`src/rtl/logic_op_issuer.sv`:
```
// Issue stage for the 32-bit gate-level logic unit: one-entry request buffer, fixed settle window,
// result register with back-pressure. Define LOGIC_ISSUE_FLAGS_EN to add res_zero/res_parity outputs.
module logic_op_issuer #(
  parameter int DATA_W        = 32,
  parameter int SETTLE_CYCLES = 4
) (
  input  logic              clk,
  input  logic              rst_n,
  input  logic              in_valid,
  output logic              in_ready,
  input  logic [DATA_W-1:0] in_a,
  input  logic [DATA_W-1:0] in_b,
  input  logic [1:0]        in_op,
  output logic [DATA_W-1:0] lu_a,
  output logic [DATA_W-1:0] lu_b,
  output logic              lu_f0,
  output logic              lu_f1,
  input  logic [DATA_W-1:0] lu_out,
  output logic              res_valid,
  input  logic              res_ready,
  output logic [DATA_W-1:0] res_data,
  output logic [1:0]        res_op
`ifdef LOGIC_ISSUE_FLAGS_EN
  ,
  output logic              res_zero,
  output logic              res_parity
`endif
);

  localparam logic [1:0] IDLE   = 2'd0;
  localparam logic [1:0] SETTLE = 2'd1;
  localparam logic [1:0] WAIT   = 2'd2;

  localparam int CNT_W = (SETTLE_CYCLES > 1) ? $clog2(SETTLE_CYCLES) : 1;

  logic [1:0]        state_q, state_d;
  logic [CNT_W-1:0]  cnt_q, cnt_d;
  logic              pend_full_q, pend_full_d;
  logic [DATA_W-1:0] pend_a_q, pend_a_d, pend_b_q, pend_b_d;
  logic [1:0]        pend_op_q, pend_op_d;
  logic [DATA_W-1:0] lu_a_q, lu_a_d, lu_b_q, lu_b_d;
  logic [1:0]        lu_op_q, lu_op_d;
  logic              res_valid_q, res_valid_d;
  logic [DATA_W-1:0] res_data_q, res_data_d;
  logic [1:0]        res_op_q, res_op_d;
  logic              res_zero_q, res_zero_d;
  logic              res_parity_q, res_parity_d;

  logic accept, issue, capture, slot_free;

  assign in_ready  = !pend_full_q;
  assign accept    = in_valid && !pend_full_q;
  assign issue     = (state_q == IDLE) && pend_full_q;
  assign slot_free = !res_valid_q || res_ready;
  assign capture   = slot_free &&
                     (((state_q == SETTLE) && (cnt_q == '0)) || (state_q == WAIT));

  // NOTE: every signal gets a default before the case so no latch is inferred.
  always_comb begin
    state_d      = state_q;
    cnt_d        = cnt_q;
    pend_full_d  = pend_full_q;
    pend_a_d     = pend_a_q;
    pend_b_d     = pend_b_q;
    pend_op_d    = pend_op_q;
    lu_a_d       = lu_a_q;
    lu_b_d       = lu_b_q;
    lu_op_d      = lu_op_q;
    res_valid_d  = res_valid_q;
    res_data_d   = res_data_q;
    res_op_d     = res_op_q;
    res_zero_d   = res_zero_q;
    res_parity_d = res_parity_q;

    // Accept only when empty and issue only when full, so the two never coincide.
    if (accept) begin
      pend_full_d = 1'b1;
      pend_a_d    = in_a;
      pend_b_d    = in_b;
      pend_op_d   = in_op;
    end

    case (state_q)
      IDLE: begin
        if (issue) begin
          pend_full_d = 1'b0;
          lu_a_d      = pend_a_q;
          lu_b_d      = pend_b_q;
          lu_op_d     = pend_op_q;
          cnt_d       = CNT_W'(SETTLE_CYCLES - 1);
          state_d     = SETTLE;
        end
      end
      SETTLE: begin
        if (cnt_q != '0)       cnt_d   = cnt_q - 1'b1;
        else if (capture)      state_d = IDLE;
        else                   state_d = WAIT;
      end
      WAIT: begin
        if (capture) state_d = IDLE;
      end
      default: state_d = IDLE;
    endcase

    // A capture takes priority over consumption so a same-edge handoff leaves no bubble.
    if (capture) begin
      res_valid_d  = 1'b1;
      res_data_d   = lu_out;
      res_op_d     = lu_op_q;
      res_zero_d   = (lu_out == '0);
      res_parity_d = ^lu_out;
    end else if (res_ready) begin
      res_valid_d  = 1'b0;
    end
  end

  // NOTE: sequential state uses non-blocking assignments only.
  always_ff @(posedge clk or negedge rst_n) begin
    if (!rst_n) begin
      state_q      <= IDLE;
      cnt_q        <= '0;
      pend_full_q  <= 1'b0;
      pend_a_q     <= '0;
      pend_b_q     <= '0;
      pend_op_q    <= '0;
      lu_a_q       <= '0;
      lu_b_q       <= '0;
      lu_op_q      <= '0;
      res_valid_q  <= 1'b0;
      res_data_q   <= '0;
      res_op_q     <= '0;
      res_zero_q   <= 1'b0;
      res_parity_q <= 1'b0;
    end else begin
      state_q      <= state_d;
      cnt_q        <= cnt_d;
      pend_full_q  <= pend_full_d;
      pend_a_q     <= pend_a_d;
      pend_b_q     <= pend_b_d;
      pend_op_q    <= pend_op_d;
      lu_a_q       <= lu_a_d;
      lu_b_q       <= lu_b_d;
      lu_op_q      <= lu_op_d;
      res_valid_q  <= res_valid_d;
      res_data_q   <= res_data_d;
      res_op_q     <= res_op_d;
      res_zero_q   <= res_zero_d;
      res_parity_q <= res_parity_d;
    end
  end

  assign lu_a      = lu_a_q;
  assign lu_b      = lu_b_q;
  assign lu_f0     = lu_op_q[1];
  assign lu_f1     = lu_op_q[0];
  assign res_valid = res_valid_q;
  assign res_data  = res_data_q;
  assign res_op    = res_op_q;

`ifdef LOGIC_ISSUE_FLAGS_EN
  assign res_zero   = res_zero_q;
  assign res_parity = res_parity_q;
`else
  logic unused_flags;
  assign unused_flags = res_zero_q ^ res_parity_q;
`endif

endmodule

```
`config.mk`:
```
export PLATFORM = sky130hd
export DESIGN_NAME = logic_op_issuer
export DESIGN_NICKNAME = d
export VERILOG_FILES = /design/src/rtl/logic_op_issuer.sv
export SDC_FILE = /design/constraint.sdc
export NUM_CORES = 1
export LEC_CHECK = 0
export ABC_AREA = 1
export BUFFER_PORTS_ARGS = -buffer_cell sky130_fd_sc_hd__buf_4
export CORE_MARGIN = 2
export CORE_UTILIZATION = 45
export CTS_CLUSTER_DIAMETER = 40
export DETAILED_ROUTE_END_ITERATION = 10
export PLACE_DENSITY = 0.72
export SLEW_MARGIN = 20
export SYNTH_ARGS = -nofsm -noshare
export SYNTH_HDL_FRONTEND = slang
export SYNTH_SLANG_ARGS = --single-unit
```
`constraint.sdc`:
```
create_clock -name clk -period 3.53 [get_ports clk]
set_input_delay 0.5295 -clock clk [delete_from_list [all_inputs] [get_ports clk]]
set_output_delay 0.5295 -clock clk [all_outputs]
set_load 0.02 [all_outputs]
```
After elaboration in Yosys (flattened, before gate mapping). Index checks and enable logic that the tools add are counted.

$add $sub $neg: 1. Multipliers: 0. Divide/modulo/power cells: 0. Magnitude comparators: 0. Eq/ne operators: 6. Shift operators: 0. Multiplexer cells: 13. Bitwise operators: 0. Reductions and logical operators: 16.

Operators by type and width (number): $mux W2 (6); $ne A2 B2 Y1 const B (3); $pmux W2 S3 (1); $reduce_and A3 Y1 (2); $reduce_bool A2 Y1 (3); $mux W1 (5); $logic_and A1 B1 Y1 (4); $logic_not A2 Y1 (2); $pmux W2 S2 (1); $eq A2 B1 Y1 const B (1); $eq A2 B2 Y1 const B (1); $logic_not A1 Y1 (2); $logic_or A1 B1 Y1 (2); $ne A2 B1 Y1 const B (1); $reduce_and A2 Y1 (1); $sub A2 B1 Y2 const B (1).

Register bits: 172. Latch bits: 0. Memory bits (writable): 0. Bits in read-only memories: 0. Bits of input ports: 102. Output and inout port bits: 102. Word-level logic and storage cells: 48. Memories kept: 0.

Longest topological paths before layout.
Depth after elaboration: 7. Depth in mapped cells: 8. Depth with buffers taken out: 7.

Worst setup path after synthesis. OpenSTA, ideal clock, no wires.

Path type: flip-flop to flip-flop. From: register cnt_q[0]. To: register res_data_q[2], in the netlist res_data[2]. Library setup time: 0.118 ns. Arrival: 1.147 ns. Data required time: 3.412 ns. Setup slack: 2.266 ns. Cell stages (with the launch flop): 9. Buffers on the path: 1. Clock period less this slack: 1.264 ns. Path through: dfrtp_1 -> inv_1 -> ha_1 -> nand3_1 -> nand2_4 -> nand2_4 -> buf_8 -> nand2_1 -> nand2_1.

Longest elaborated chain between the ends: 4.

Ends and longest elaborated chain: start: declaration (line 37) `logic [CNT_W-1:0] cnt_q, cnt_d;`; start signal: assignment (line 136) `cnt_q <= cnt_d;`; $logic_not A2 Y1 (line 56) `(((state_q == SETTLE) && (cnt_q == '0)) || (state_q == WAIT));`; $logic_and A1 B1 Y1 (line 56); $logic_or A1 B1 Y1 (line 56); $logic_and A1 B1 Y1 (line 55) `assign capture = slot_free &&`; end signal: assignment (line 145) `res_data_q <= res_data_d;`; end: declaration (line 44) `logic [DATA_W-1:0] res_data_q, res_data_d;`.

Every way passes these cells. A chain may end at the register's enable or synchronous reset.

Final worst setup path.
From: register pend_full_q. To: register pend_b_q[2].

Longest elaborated chain between the ends: 2.

Ends and longest elaborated chain: start: declaration (line 38) `logic pend_full_q, pend_full_d;`; start signal: assignment (line 137) `pend_full_q <= pend_full_d;`; $logic_not A1 Y1 (line 52) `assign accept = in_valid && !pend_full_q;`; $logic_and A1 B1 Y1 (line 52); end signal: assignment (line 139) `pend_b_q <= pend_b_d;`; end: declaration (line 39) `logic [DATA_W-1:0] pend_a_q, pend_a_d, pend_b_q, pend_b_d;`.

Every way passes these cells.

==> reports/metrics.sh <==
STATUS='complete, no violations'
TRITONCTS_BUFFERS=17
CTS_RESIZED=0
CRITICAL-PATH-SLOWEST-CELL='sky130_fd_sc_hd__nand2_4'
PLACE_AREA_UM2=8192
PWR-SHARE-CLK_PCT=21.5
PERIOD_SHARE_PCT=52.53
GLOBAL_ROUTE_WIRE_LENGTH_BEFORE_REPAIR_UM=24430
DIE-AREA_UM2=15700
FIN_CRIT_NS=1.854
SYN_AVG_CELL_AREA_UM2=9.884
GR-TOTAL-OVERFLOW=0
FMAXACHIEVABLE_MHz=539.3
SWITCHING_SHARE_PCT=37.87
REPORT.FINAL.SETUP_VIOL=0
CP_MAX_FO=77
INITIAL_CORE_UTIL_PCT=45.74
CLOCK_TREE.BUFFER_DEPTH=2
PEAKVDDDROP_mV=0.4080
CP_NUM_BUF_INV=2
R2R_END='pend_b_q[2]$_DFFE_PN0P_'
IO-PIN-COUNT=204
POST_DRT_VIA_CELL_RATIO=4.771
WORST_SETUP_PATH_START_KIND='flop'
DRT-WIRELENGTH-PER-CELL_UM=13.89
CRIT_CELLS=5
SYN_NETS=773
POWER_DENSITY_nW_PER_UM2=1013
CTS.ROOT.BUFFER_CELL='sky130_fd_sc_hd__clkbuf_16'
POWER.SWITCHING_mW=3.373
R2R_SETUP_SLACK_NS=1.68
DETAILROUTE.VIA_COUNT=5043
POST_CTS_SETUP_BUFFERS=0
SYN_AREA_UM2=6623
CRIT_END_CATEGORY='flop'
P_COMB_SHARE_PCT=40.3
DESIGN.CORE.AREA_UM2=14480
GRT.BUSIEST_LAYER='met2'
PLACEMENT_ROWS=44
ROUTE.FINAL.WIRE_LENGTH_UM=14680
LARGEST_CLOCK_SKEW_IN_THE_FINAL_DESIGN_NS=0.005323
CTS_HTREE_LEVELS=4
DRT_PASS1_ITERATIONS=4
INTERNAL-POWER_mW=5.533
R2R_CELLS=5
SLEW_HEADROOM_PCT=39.79
NUMBER_OF_SINKS_DRIVEN_BY_THE_CLOCK_TREE=172
CTS_TREE='done'
FINAL-MAX-SLEW-VIOLATION-COUNT=0
TIMING.SETUP.TNS_NS=0
REG_TO_REG_CRITICAL_PATH_STARTPOINT='pend_full_q$_DFF_PN0_'
CRITPATHARRIVALTIME_NS=2.19
DIEHEIGHT_UM=125.3
NETLIST_INSTANCES=670
USE_MET1_PCT=26.83
FIN_NETS=966
YOSYS_WARNINGS=0
HOLD_VIOL=0
HPWL_AFTER_DETAILED_PLACEMENT_UM=10000
DRTITER0DRC=313
SEQ_TOTAL_AREA_YOSYS_PCT=64.99
PATH_CLASS='reg -> reg'
HOLD_PATH.CLASS='in -> async'
LAYOUT.CELLS.MOST_COMMON='sky130_fd_sc_hd__buf_4'
TOTAL_LEAKAGE_POWER_nW=4.696
CTS.CLK_SLEW.WORST_PATHS_NS=0.06
POWER.SEQUENTIAL.FRACTION_PCT=38.2
SLEW_AT_THE_PIN_CLOSEST_TO_ITS_MAX_SLEW_LIMIT_NS=0.9031
DIEWIDTH_UM=125.3
CRITPATHMAXSTAGEDELAY_NS=0.65
GLOBAL_ROUTE.USAGE.MET2_PCT=30.24
CLOCK_INSERTION_DELAY_WORST_SKEW_NS=0.42
MAX_CAP_VIOLATIONS=0
GRT.TOTAL_USAGE_PCT=19.44
DRIVE_GT1_SHARE_PCT=29.55
SYNTH.DISTINCT_CELLS=21
LAYOUT-AREA-OVERHEAD-VS-SYNTH_PCT=32.80
CRITPATHREQUIREDTIME_NS=3.87
ANTENNA_FOUND_INITIAL=0
RSZ0062_AT_GRT='no'
VIAS_IN_THE_FIRST_GLOBAL_ROUTE=4941
CRIT_PATH_CELL_TRACE='inv_2 -> nand2_4 -> buf_4 -> nor2_1 -> a21oi_1'
FILLER_CELL_COUNT=1276
HOLD_BUFFERS=0
GRT_MAX_DEGREE=78
FINAL_CELL_AREA_UM2=8795
DRC=0
PLACER_CONGESTION=0.7749
PLACEMENT.IO_BUFFERS=203
ANTENNA_CELLS=0
SYNTH.FF_LATCH_COUNT=172
LAYOUT_COMMON_CELLS='sky130_fd_sc_hd__buf_4, sky130_fd_sc_hd__dfrtp_1, sky130_fd_sc_hd__nand2_1, sky130_fd_sc_hd__inv_1, sky130_fd_sc_hd__nor2_1'
GROUTE.LAYER.MET3.USAGE_PCT=4.964
CRITPATHTOPFAMILY='simple AND/OR/NAND/NOR gates'
ANT_NETS=0
[state kept, by name, summed over array words and instances (netlist names)]
signal       flops
lu_a            32
lu_b            32
pend_a_q        32
pend_b_q        32
res_data        32
cnt_q            2
lu_op_q          2
pend_op_q        2
res_op           2
state_q          2
pend_full_q      1
res_valid        1
[worst reg2reg max path, delay by kind of cell (launching register included)]
kind	cells	cell delay, ns
flip-flops	1	0.46
buffers and inverters	2	0.48
AND/OR/NAND/NOR	2	0.71
AO/OA/AOI/OAI	1	0.13
[how the worst max path moves through the flow]
stage	startpoint	end	slack, ns
after detailed placement	in_valid	pend_b_q[2]$_DFFE_PN0P_	1.55
after floorplan	cnt_q[0]$_DFFE_PN0P_	res_data[2]$_DFFE_PN0P_	2.27
after global placement	in_valid	pend_b_q[0]$_DFFE_PN0P_	1.59
after CTS	pend_full_q$_DFF_PN0_	pend_b_q[2]$_DFFE_PN0P_	1.66
final	pend_full_q$_DFF_PN0_	pend_b_q[2]$_DFFE_PN0P_	1.68
after global routing	pend_full_q$_DFF_PN0_	pend_b_q[0]$_DFFE_PN0P_	1.50
[cell usage after synthesis]
cell type,number,area (um^2)
sky130_fd_sc_hd__buf_6,9,101.4
sky130_fd_sc_hd__nand2_2,1,6.260
sky130_fd_sc_hd__dfrtp_1,172,4304
sky130_fd_sc_hd__buf_2,12,60.06
sky130_fd_sc_hd__a21oi_1,53,265.3
sky130_fd_sc_hd__clkbuf_1,6,22.52
sky130_fd_sc_hd__inv_1,71,266.5
sky130_fd_sc_hd__buf_4,6,45.04
sky130_fd_sc_hd__o21a_1,1,7.510
sky130_fd_sc_hd__a21oi_2,14,122.6
sky130_fd_sc_hd__nor2_1,67,251.5
sky130_fd_sc_hd__inv_2,2,7.510
sky130_fd_sc_hd__nand3_4,1,17.52
sky130_fd_sc_hd__nand3_1,37,185.2
sky130_fd_sc_hd__nand2_1,145,544.3
sky130_fd_sc_hd__o21ai_1,13,65.06
sky130_fd_sc_hd__nand2_4,2,22.52
sky130_fd_sc_hd__o21ai_0,53,265.3
sky130_fd_sc_hd__clkbuf_2,1,5.000
sky130_fd_sc_hd__buf_8,3,45.04
sky130_fd_sc_hd__ha_1,1,12.51
[layer usage]
layer | vias up | part of all wire (%)
li1 | 2485 | -
met1 | 2393 | 46
met2 | 150 | 47
met3 | 15 | 5.7
met4 | 0 | 1.1
met5 | - | 0
[cell families (layout without fill, tap and decap cells)]
| family | count (synthesis) | in the layout | synth area share [%] |
|---|---|---|---|
| compound gates | 134 | 134 | 10.96 |
| fa+ha+maj | 1 | 1 | 0.1889 |
| buf+inv | 110 | 313 | 8.351 |
| flops | 172 | 172 | 64.99 |
| simple gates | 253 | 253 | 15.51 |
[stage by stage]
step           power, mW  cells  hold WS [ns]  util, %  setup WS [ns]
6_report           8.906   1057       0.08234    60.74          1.676
5_1_grt            9.564   1057        0.1151    60.74          1.499
4_1_cts            9.006   1057        0.1055    60.74          1.657
3_5_place_dp       7.057   1028        0.4606    56.58          1.550
3_3_place_gp       6.936   1028        0.4539    56.58          1.587
2_1_floorplan      5.678    670        0.2339        -          2.266
[power groups by stage]
stage,clock network (mW),registers (mW),logic (mW)
2_1_floorplan,0,4.04,1.63
3_3_place_gp,0,3.39,3.54
3_5_place_dp,0,3.42,3.64
4_1_cts,1.96,3.40,3.65
5_1_grt,2.06,3.50,4.01
6_report,1.92,3.40,3.59
[cell type report]
type                    count  area [um^2]  share of cell area, %
inverters                  73        274.0                  3.116
clock inverters             8        142.6                  1.622
well taps                 184        230.2                  2.618
multi-input cells         388         1770                  20.13
flip-flops and latches    172         4304                  48.94
repair buffers            211         1613                  18.34
clock buffers              21        460.4                  5.235
(Power assumes the default switching activity.)
